### src/rtl/backlight_frame_controller.sv
// Global-dimming scheduler: tracks per-frame max of linear RGB, commits on vsync rise, sequences PWM duty updates.
// Latency: frame_max valid 2 cycles after the vsync rise, pwm_value/sync_pulse 3 cycles after. No backpressure.
// Define BKLIGHT_SLEW_LIMIT_EN to slew pwm_value by at most MAX_STEP per update instead of jumping to frame_max.
module backlight_frame_controller #(
   parameter int         DE_DELAY    = 2,
   parameter logic [9:0] MIN_LEVEL   = 10'd16,
   parameter logic [9:0] RESET_LEVEL = 10'h3FF,
   parameter int         UPDATE_DIV  = 1,
   parameter logic [9:0] MAX_STEP    = 10'd32
) (
   input  logic       clk,
   input  logic       reset,
   input  logic       enable,
   input  logic       de,
   input  logic       vsync,
   input  logic [9:0] r_lin,
   input  logic [9:0] g_lin,
   input  logic [9:0] b_lin,
   output logic [9:0] pwm_value,
   output logic       sync_pulse,
   output logic [9:0] frame_max,
   output logic       active
);
   typedef enum logic [1:0] {IDLE, ACCUM, COMMIT, APPLY} state_t;

   localparam logic [7:0] DIV_LAST = 8'(UPDATE_DIV - 1);

   state_t     state, state_nxt;
   logic       vsync_prev, vs_rise, de_d, upd;
   logic       acc_clr, snap_ld, commit_en, apply_en;
   logic [9:0] acc, snap, rg_max, px, next_pwm;
   logic [7:0] div_cnt;

   assign vs_rise = vsync & ~vsync_prev;
   assign rg_max  = (r_lin > g_lin) ? r_lin : g_lin;
   assign px      = (rg_max > b_lin) ? rg_max : b_lin;
   assign active  = (state != IDLE);

   // de is realigned to the gamma ROM output by matching its read latency
   generate
      if (DE_DELAY == 0) begin : g_de_direct
         assign de_d = de;
      end else begin : g_de_pipe
         logic [DE_DELAY-1:0] de_pipe;
         always_ff @(posedge clk) begin
            if (reset) begin
               de_pipe <= '0;
            end else begin
               de_pipe[0] <= de;
               for (int i = 1; i < DE_DELAY; i++) de_pipe[i] <= de_pipe[i-1];
            end
         end
         assign de_d = de_pipe[DE_DELAY-1];
      end
   endgenerate

`ifdef BKLIGHT_SLEW_LIMIT_EN
   logic [10:0] diff, step;
   logic        rising;
   always_comb begin
      rising   = (frame_max >= pwm_value);
      diff     = rising ? ({1'b0, frame_max} - {1'b0, pwm_value})
                        : ({1'b0, pwm_value} - {1'b0, frame_max});
      step     = (diff > {1'b0, MAX_STEP}) ? {1'b0, MAX_STEP} : diff;
      next_pwm = rising ? 10'({1'b0, pwm_value} + step) : 10'({1'b0, pwm_value} - step);
   end
`else
   logic unused_max_step;
   assign unused_max_step = ^MAX_STEP;
   assign next_pwm        = frame_max;
`endif

   always_ff @(posedge clk) begin
      if (reset) state <= IDLE;
      else       state <= state_nxt;
   end

   // dropping enable aborts any commit/apply in flight; all held outputs stay put
   always_comb begin
      state_nxt = state;
      acc_clr   = 1'b0;
      snap_ld   = 1'b0;
      commit_en = 1'b0;
      apply_en  = 1'b0;
      if (!enable) begin
         state_nxt = IDLE;
      end else begin
         case (state)
            IDLE: if (vs_rise) begin
               state_nxt = ACCUM;
               acc_clr   = 1'b1;
            end
            ACCUM: if (vs_rise) begin
               state_nxt = COMMIT;
               snap_ld   = 1'b1;
               acc_clr   = 1'b1;
            end
            COMMIT: begin
               state_nxt = APPLY;
               commit_en = 1'b1;
            end
            APPLY: begin
               state_nxt = ACCUM;
               apply_en  = upd;
            end
            default: state_nxt = IDLE;
         endcase
      end
   end

   always_ff @(posedge clk) begin
      if (reset) begin
         vsync_prev <= 1'b0;
         acc        <= '0;
         snap       <= '0;
         div_cnt    <= '0;
         upd        <= 1'b0;
         frame_max  <= '0;
         pwm_value  <= RESET_LEVEL;
         sync_pulse <= 1'b0;
      end else begin
         vsync_prev <= vsync;
         sync_pulse <= apply_en;
         // the pixel coincident with the vsync rise lands in snap, later ones in the fresh acc
         if (acc_clr)
            acc <= '0;
         else if (de_d && (state != IDLE) && (px > acc))
            acc <= px;
         if (snap_ld)
            snap <= (de_d && (px > acc)) ? px : acc;
         if (commit_en) begin
            frame_max <= (snap > MIN_LEVEL) ? snap : MIN_LEVEL;
            if (div_cnt == DIV_LAST) begin
               div_cnt <= '0;
               upd     <= 1'b1;
            end else begin
               div_cnt <= div_cnt + 8'd1;
               upd     <= 1'b0;
            end
         end
         if (apply_en)
            pwm_value <= next_pwm;
      end
   end
endmodule

### config.mk
export PLATFORM = sky130hd
export DESIGN_NAME = backlight_frame_controller
export DESIGN_NICKNAME = d
export VERILOG_FILES = /design/src/rtl/backlight_frame_controller.sv
export SDC_FILE = /design/constraint.sdc
export NUM_CORES = 1
export LEC_CHECK = 0
export ABC_CLOCK_PERIOD_IN_PS = 5150
export CAP_MARGIN = 20
export CORE_UTILIZATION = 49
export DETAILED_ROUTE_END_ITERATION = 7
export GPL_TIMING_DRIVEN = 1
export PLACE_DENSITY = 0.76
export SLEW_MARGIN = 20
export SYNTH_ARGS = -nofsm -noshare
export SYNTH_HDL_FRONTEND = slang
export SYNTH_SLANG_ARGS = --single-unit
### constraint.sdc
create_clock -name clk -period 5.15 [get_ports clk]
set_input_delay 0.515 -clock clk [delete_from_list [all_inputs] [get_ports clk]]
set_output_delay 0.515 -clock clk [all_outputs]
set_load 0.01 [all_outputs]
==> results.yml <==
cells_and_area:
  nNetsFinal: 625
  instances_no_fill: 651
  final_common_cell: "buf_4"
  final_util: 0.766
  diodes: 0
  drive_gt1_frac: 0.308
  layout_common_cells: "81 x buf_4, 55 x dfxtp_1, 52 x nand2_1, 39 x nor2_1, 36 x clkdlybuf4s50_1"
  area_growth_pct: 49.6
floorplanning:
  dieArea_um2: 7520
  core_um2: 6870
  rows: 30
  ios: 57
  start_util: 0.512
  die_w_um: 86.7
  die_h_um: 86.7
critical_path:
  crit_path_end_kind: "flip-flop"
  crit_end: "snap[9]"
  critical_path.startpoint_type: "input port"
  worst-path-buf-inv: 6
  cpMostUsedCell: "buf_6"
  critPathSlowestCell: "ha_1"
  ff2ff_setup_slack_ns: 2.97
  cpPeakStageDelay_ns: 0.33
  required_ns: 5.38
  critPathMaxFanout: 7
  r2r-start: "acc[6]"
  worstPathArrival_ns: 5.29
  timing_worst_setup_path_type: "in2reg"
  r2r-end: "snap[9]"
  path_depth: 26
  critPathTopFamily: "compound AO/OA/AOI/OAI gates"
  crit_start: "g_lin[7]"
  ff2ff_path_depth: 9
placement:
  gp_congestion: 0.950
  hpwl_um: 7000
  placedCellCount: 619
  io_buffers: 56
yosys:
  syn_inst: 419
  synthesis.area_um2: 3520
  ys_seq_area_frac: 0.313
  syn_avg_cell_area_um2: 8.39
  synth_enable_flop_cells: 0
  yosys_warnings: 0
  synth-main-ff-cell: "dfxtp_1"
  synth_seq_cells: 55
  async_flop_share: 0
  synth_fp_nets: 490
  netlist-cell-type-count: 50
detailed_routing:
  wl_per_cell_um: 16.4
  dr.first_iter.drc_count: 185
  drc: 0
  antenna_left: 0
  drt_wl_total_um: 10700
  drt_pass1_iterations: 4
  num_vias: 3664
  avgViaCountPerCell: 5.63
cts:
  holdBufCountCts: 0
  max-clock-path-buffers: 2
  cts_tree: "built"
  h-tree-depth: 2
  ctsRootBufferMaster: "clkbuf_8"
  cts_made_buffers: 5
  clk_latency_ns: 0.32
  clk_pin_slew_ns: 0.10
  cts_sinks: 55
sta:
  relSlewSlack: 0.529
  worst_pin_slew_ns: 0.705
  slew_violations: 0
  max_freq_ghz: 0.198
  final-hold-violation-count: 0
  fin_crit_ns: 5.06
  fin_skew_ns: 0.00668
  period_share: 0.983
  setup_violations: 0
global_routing:
  grt_pass1_vias: 3579
  track_usage: 0.270
  antenna_found_initial: 0
  grt_pass1_wl_um: 16100
  grt_max_degree: 40
  grt_overflow: 0
pwr:
  powerDensity_nw_per_um2: 220
  vdd_drop_max_mv: 0.166
  leakagePower_nw: 2.16
min_path:
  holdCritPathClass: "reg2reg"
  min_from: "g_de_pipe.de_pipe[0]"
run_status:
  outcome: "finished, final reports clean"
flow_run:
  maxCapViolations: 0
## where the power goes
part | internal [mW] | switching, mW
sequential | 0.428 | 0.00197
clock | 0.111 | 0.144
combinational | 0.237 | 0.235
total | 0.776 | 0.381
## worst reg2reg max path: stages (launching register included)
cell and delay, ns:
dfxtp_1 0.36, inv_1 0.07, ha_1 0.34, nand3_1 0.10, or2_4 0.26, a21o_4 0.22, a211oi_4 0.26, buf_6 0.17
o21ai_1 0.07, o32ai_1 0.23
## area by class of cell
type | count | area (µm²)
multi-input cells | 308 | 2550
fillers | 442 | 1610
repair buffers | 148 | 1260
flip-flops and latches | 55 | 1100
inverters | 36 | 135
well taps | 96 | 120
clock buffers | 7 | 86.3
clock inverters | 1 | 8.76
## cells in the mapped netlist (3+ instances only)
library cell,number,area share
dfxtp_1,55,0.31
nand2_1,52,0.055
nor2_1,42,0.045
ha_1,36,0.13
inv_1,36,0.038
a21oi_1,25,0.036
a21o_1,19,0.041
clkbuf_1,12,0.013
a211oi_2,10,0.036
nand3b_1,10,0.021
o21ai_1,10,0.014
o2bb2ai_1,10,0.025
nand3_1,9,0.013
o31a_1,9,0.022
o32ai_1,8,0.020
nand4_1,5,0.0089
nor2b_1,5,0.0089
a22oi_1,4,0.0085
and3_1,4,0.0071
buf_2,4,0.0057
nand2b_1,4,0.0071
nor3_1,4,0.0057
xor2_1,4,0.010
a211o_1,3,0.0075
buf_6,3,0.0096
o21ai_0,3,0.0043
xnor2_1,3,0.0075
## flip-flops by register name, indices dropped and copies added (netlist names)
| signal | cells |
|---|---|
| vsync_prev | 1 |
| upd | 1 |
| div_cnt | 8 |
| state | 2 |
| frame_max | 10 |
| sync_pulse | 1 |
| g_de_pipe.de_pipe | 2 |
| snap | 10 |
| pwm_value | 10 |
| acc | 10 |
## worst min-delay path by stage
| stage | slack [ns] | to | depth (start not counted) |
|---|---|---|---|
| finish | 0.45 | g_de_pipe.de_pipe[1] | 1 |
| global route | 0.47 | g_de_pipe.de_pipe[1] | 1 |
| CTS | 0.45 | g_de_pipe.de_pipe[1] | 1 |
| detailed placement | 0.43 | g_de_pipe.de_pipe[1] | 1 |
| global placement | 0.42 | g_de_pipe.de_pipe[1] | 1 |
| floorplan | 0.41 | g_de_pipe.de_pipe[1] | 1 |
## timing repair
| action | 4_1_cts | 5_1_grt |
|---|---|---|
| endpoints found under the setup margin | 20 | 20 |
| resized for setup | 62 | 52 |
| pin swaps | 27 | 17 |
| setup buffers | 16 | 5 |
| cloned | 3 | 0 |
## metrics by stage
| step | setup slack, ns | setup TNS [ns] | cell area, µm² | total power, mW | hold slack, ns |
|---|---|---|---|---|---|
| after floorplan | 0.0154 | 0 | 3520 | 0.637 | 0.414 |
| after global placement | -0.582 | -11.04 | 4620 | 0.785 | 0.420 |
| after CTS | 0.00985 | 0 | 5060 | 1.09 | 0.453 |
| after global routing | -0.0712 | -0.473 | 5260 | 1.20 | 0.471 |
| after detailed placement | -0.812 | -15.42 | 4620 | 0.794 | 0.430 |
| final | 0.0882 | 0 | 5260 | 1.16 | 0.445 |
## layer usage
| metal | GRT usage | up-vias | share of wire |
|---|---|---|---|
| li1 | - | 1747 | - |
| met1 | 0.333 | 1777 | 0.43 |
| met2 | 0.470 | 104 | 0.50 |
| met3 | 0.0438 | 36 | 0.040 |
| met4 | 0.105 | 0 | 0.034 |
| met5 | 0 | - | 0 |
## cells by family (layout without fill, tap and decap cells)
group	count (synthesis)	after routing	synth area share
buffers and inverters	57	192	0.0687
AOI/OAI and AO/OA	122	122	0.287
adders and majority gates	36	36	0.128
DFF	55	55	0.313
xor gates and xnor gates	7	7	0.0174
and+or+nand+nor	142	143	0.186
Power figures use the tool's default switching activity.
==> RTL edit 1 (config.mk and constraints unchanged) <==
Change the parameter `DE_DELAY` from 2 to 1.
--- a/src/rtl/backlight_frame_controller.sv
+++ b/src/rtl/backlight_frame_controller.sv
@@ -3,5 +3,5 @@
 // Define BKLIGHT_SLEW_LIMIT_EN to slew pwm_value by at most MAX_STEP per update instead of jumping to frame_max.
 module backlight_frame_controller #(
-   parameter int         DE_DELAY    = 2,
+   parameter int         DE_DELAY    = 1,
    parameter logic [9:0] MIN_LEVEL   = 10'd16,
    parameter logic [9:0] RESET_LEVEL = 10'h3FF,
Behaviour: not the same (a bounded check fails within 10 cycles, from zero or initial values and one cycle with reset high).
==> RTL edit 1 against the original RTL <==
- utilization down 0.057 points
- hold slack better by 0.024 ns
- count of clock-buffer cells in the layout decreased by 1
- worst setup slack worse by 0.045 ns
- clock power increased by 11%
- power rose by 4.1%
- via count fell by 5.1%
- critical path type unchanged
- sequential cell count shrank 1
- area after synthesis down 3.2%
- non-clock buffer count down 15
- final cell count decreased by 5.4%
- cell area down 1.7%
- wire length shrank 8.9%
==> RTL edit 1: results (changes against the original RTL) <==
[metrics] biggest area contributors in the synthesized netlist: sky130_fd_sc_hd__dfxtp_1 (32%), sky130_fd_sc_hd__ha_1 (13%), sky130_fd_sc_hd__nor2_1 (5.7%)
[metrics] Total Wirelength: 9750 microns (-8.9%)
[metrics] slack of the worst reg-to-reg path: 3.00 ns (+0.03 ns)
[metrics] xor and xnor fraction of the mapped netlist area: 1.80% (+0.058 points)
[metrics] final net count: 606 (-3.0%)
[metrics] share of cell area taken by muxes after synthesis: 0.735% (+0.74 points)
[metrics] net count of the mapped netlist: 484 (-1.2%)
[metrics] Max VDD drop: 115 uV (-31%)
[metrics] Fin Hold WS: 0.470 ns (+0.0245 ns)
[metrics] largest incremental delay on the critical path: 0.43 ns (+0.10 ns)
[metrics] Hold EP: upd
[metrics] most used standard cells in the synthesized netlist: sky130_fd_sc_hd__dfxtp_1 (54), sky130_fd_sc_hd__nor2_1 (52), sky130_fd_sc_hd__nand2_1 (39)
[metrics] static power due to leakage: 2.26 nW (+4.8%)
[metrics] slowest library cell on the worst path: sky130_fd_sc_hd__clkdlybuf4s50_1
[metrics] launch point of the worst hold path: upd
[metrics] first-pass GRT wire length: 14,600 microns (-9.3%)
[metrics] run status: finished, final reports clean
[metrics] number of violations reported at the end of detailed-routing iteration 0: 171 (-7.6%)
[metrics] number of distinct standard cells referenced by the synthesized netlist: 49 (-2.0%)
[metrics] share of synthesized area occupied by flip-flops and latches: 31.8% (+0.45 points)
[metrics] synthesized-area fraction occupied by ao, oa, aoi and oai cells: 26.2% (-2.5 points)
[metrics] fraction of final layout cells sized beyond drive strength 1: 28.7% (-2.1 points)
[metrics] actual slew at the worst max-slew pin: 0.684 ns (-0.0209 ns)
[metrics] pin count of the biggest net entering global routing: 38 (-5.0%)
[metrics] worst path arrival time: 5.33 ns (+0.04 ns)
[metrics] WL per Instance: 15.8 microns (-3.7%)
RTL edit 1: cell type report:
| type | count | area (sq um) |
|---|---|---|
| fillers | 433 | 1590 |
| multi-input cells | 303 | 2500 |
| flip-flops and latches | 54 | 1080 |
| repair buffers | 133 | 1230 |
| clock buffers | 6 | 72.6 |
| inverters | 38 | 143 |
| clock inverters | 2 | 37.5 |
| well taps | 80 | 100 |
RTL edit 1: routing by layer:
metal | up-vias | wire (microns) | track usage (%)
li1 | 1704 | - | -
met1 | 1631 | 3990 | 28.3
met2 | 113 | 5140 | 46.2
met3 | 29 | 326 | 3.40
met4 | 0 | 295 | 9.70
met5 | - | 0 | 0
RTL edit 1: worst max-delay path by stage:
| stage | endpoint | slack, ns | cells past startpoint |
|---|---|---|---|
| after floorplan | acc[0] | 0.005 | 23 |
| after global placement | snap[5] | -0.34 | 24 |
| after detailed placement | snap[6] | -0.52 | 24 |
| after CTS | snap[7] | 0.0009 | 24 |
| after global routing | acc[1] | -0.10 | 24 |
| final | acc[1] | 0.04 | 24 |
RTL edit 1: what timing repair did:
action,4_1_cts,5_1_grt
resized for setup,12,87
hold buffers,0,0
setup endpoints to repair,20,20
pin swaps,9,22
buffers inserted,1,4
gates cloned,1,1
RTL edit 1: kinds of logic (layout without fill, tap and decap cells):
family / after synthesis / in the layout
multiplexers: 2 / 2
adder cells (fa/ha/maj): 36 / 36
XOR/XNOR: 7 / 7
buffers and inverters: 57 / 179
AND/OR/NAND/NOR: 140 / 140
AO/OA/AOI/OAI: 117 / 118
flip-flops: 54 / 54
RTL edit 1: power by group:
group	switching [mW]	internal (mW)	leakage (nW)
Sequential	0.00407	0.423	0.436
Clock	0.136	0.145	0.0514
Combinational	0.250	0.246	1.77
==> RTL edit 2 (same settings) <==
Made on the original files. Register the input `b_lin` before use. The logic sees it one clock later. The other inputs are not delayed to match.
--- a/src/rtl/backlight_frame_controller.sv
+++ b/src/rtl/backlight_frame_controller.sv
@@ -26,4 +26,10 @@
    localparam logic [7:0] DIV_LAST = 8'(UPDATE_DIV - 1);
 
+   logic [9:0] b_lin_q;
+
+   always_ff @(posedge clk) begin
+      b_lin_q <= b_lin;
+   end
+
    state_t     state, state_nxt;
    logic       vsync_prev, vs_rise, de_d, upd;
@@ -34,5 +40,5 @@
    assign vs_rise = vsync & ~vsync_prev;
    assign rg_max  = (r_lin > g_lin) ? r_lin : g_lin;
-   assign px      = (rg_max > b_lin) ? rg_max : b_lin;
+   assign px      = (rg_max > b_lin_q) ? rg_max : b_lin_q;
    assign active  = (state != IDLE);
 
Check against the original RTL: not equivalent (Yosys sat finds a counterexample within 10 cycles, from zero or initial values and one cycle with reset high).
==> RTL edit 2 against the original RTL <==
- the flow now finishes with violations (negative setup slack)
- power up 36%
- critical endpoint is now acc[1]
- area after synthesis is 4.9% higher
- sequential cell count grew 10
- cell area up 14%
- critical path depth down 3
- non-clock buffer count shrank 1
- sequential power rose by 21%
- count of clock-buffer cells in the layout rose by 3
- synthesized cell count grew 5.3%
- worst setup slack worse by 0.28 ns
- wire length grew 40%
- largest power group unchanged
- highest routed layer unchanged
==> RTL edit 2: results (changes against the original RTL) <==
[metrics] Crit Reg-Reg Startpoint: b_lin_q[5]
[metrics] final weighted congestion in routability-driven placement: 0.911 (-4.0%)
[metrics] fraction of final layout cells sized beyond drive strength 1: 38.5% (+7.7 points)
[metrics] final setup vio count: 19 (+19)
[metrics] slowest library cell on the worst path: sky130_fd_sc_hd__or3_4
[metrics] total clock buffers created by CTS: 9 (+4)
[metrics] xor and xnor fraction of the mapped netlist area: 1.66% (-0.081 points)
[metrics] via count: 4,284 (+17%)
[metrics] run status: complete, but fails checks
[metrics] static power due to leakage: 2.45 nW (+13%)
[metrics] pin count of the biggest net entering global routing: 49 (+23%)
[metrics] violations in the final reports: negative setup slack
[metrics] clock net sink count: 65 (+18%)
[metrics] final worst slack: -0.190 ns (-0.278 ns)
[metrics] cell count after placement: 646 (+4.4%)
[metrics] first-pass GRT wire length: 19,900 microns (+24%)
[metrics] WL per Instance: 21.9 microns (+33%)
[metrics] placed standard-cell area: 4830 sq um (+4.5%)
[metrics] final-layout fill cell count: 368 (-17%)
[metrics] drt first pass iters: 6 (+2)
[metrics] Clock-cell share: 3.81% (+2.0 points)
[metrics] multi-input gates: 312 (+1.3%)
[metrics] Max VDD drop: 197 uV (+18%)
[metrics] most used standard cells in the synthesized netlist: sky130_fd_sc_hd__dfxtp_1 (65), sky130_fd_sc_hd__nand2_1 (63), sky130_fd_sc_hd__inv_1 (47)
[metrics] maximum level of the CTS H-tree: 3 (+1)
[metrics] half-perimeter wire length after placement: 7140 microns (+2.0%)
[metrics] biggest area contributors in the synthesized netlist: sky130_fd_sc_hd__dfxtp_1 (35%), sky130_fd_sc_hd__ha_1 (13%), sky130_fd_sc_hd__nand2_1 (6.4%)
[metrics] share of synthesized area occupied by flip-flops and latches: 35.3% (+4.0 points)
==> RTL edit 2: where the power goes <==
part / internal [mW] / switching [mW]
clock: 0.288 / 0.228
combinational: 0.268 / 0.268
sequential: 0.511 / 0.0106
total: 1.07 / 0.507
==> RTL edit 2: path summary, 6_finish.rpt <==
path	endpoint	slack (ns)	cells past startpoint
worst max-delay path	acc[1]	-0.19	23
worst min-delay path	g_de_pipe.de_pipe[1]	0.46	1
worst max register to register	acc[1]	0.98	17
worst min register to register	g_de_pipe.de_pipe[1]	0.46	1
==> RTL edit 2: per-stage QoR <==
stage / utilization [%] / power [mW] / setup slack (ns) / TNS [ns]
finish: 82.9 / 1.57 / -0.190 / -1.90
floorplan: - / 0.696 / 0.0230 / 0
global route: 82.9 / 1.62 / -0.348 / -3.84
detailed placement: 66.6 / 0.856 / -0.835 / -16.16
global placement: 66.6 / 0.844 / -0.582 / -11.40
CTS: 77.2 / 1.45 / 0.0000253 / 0
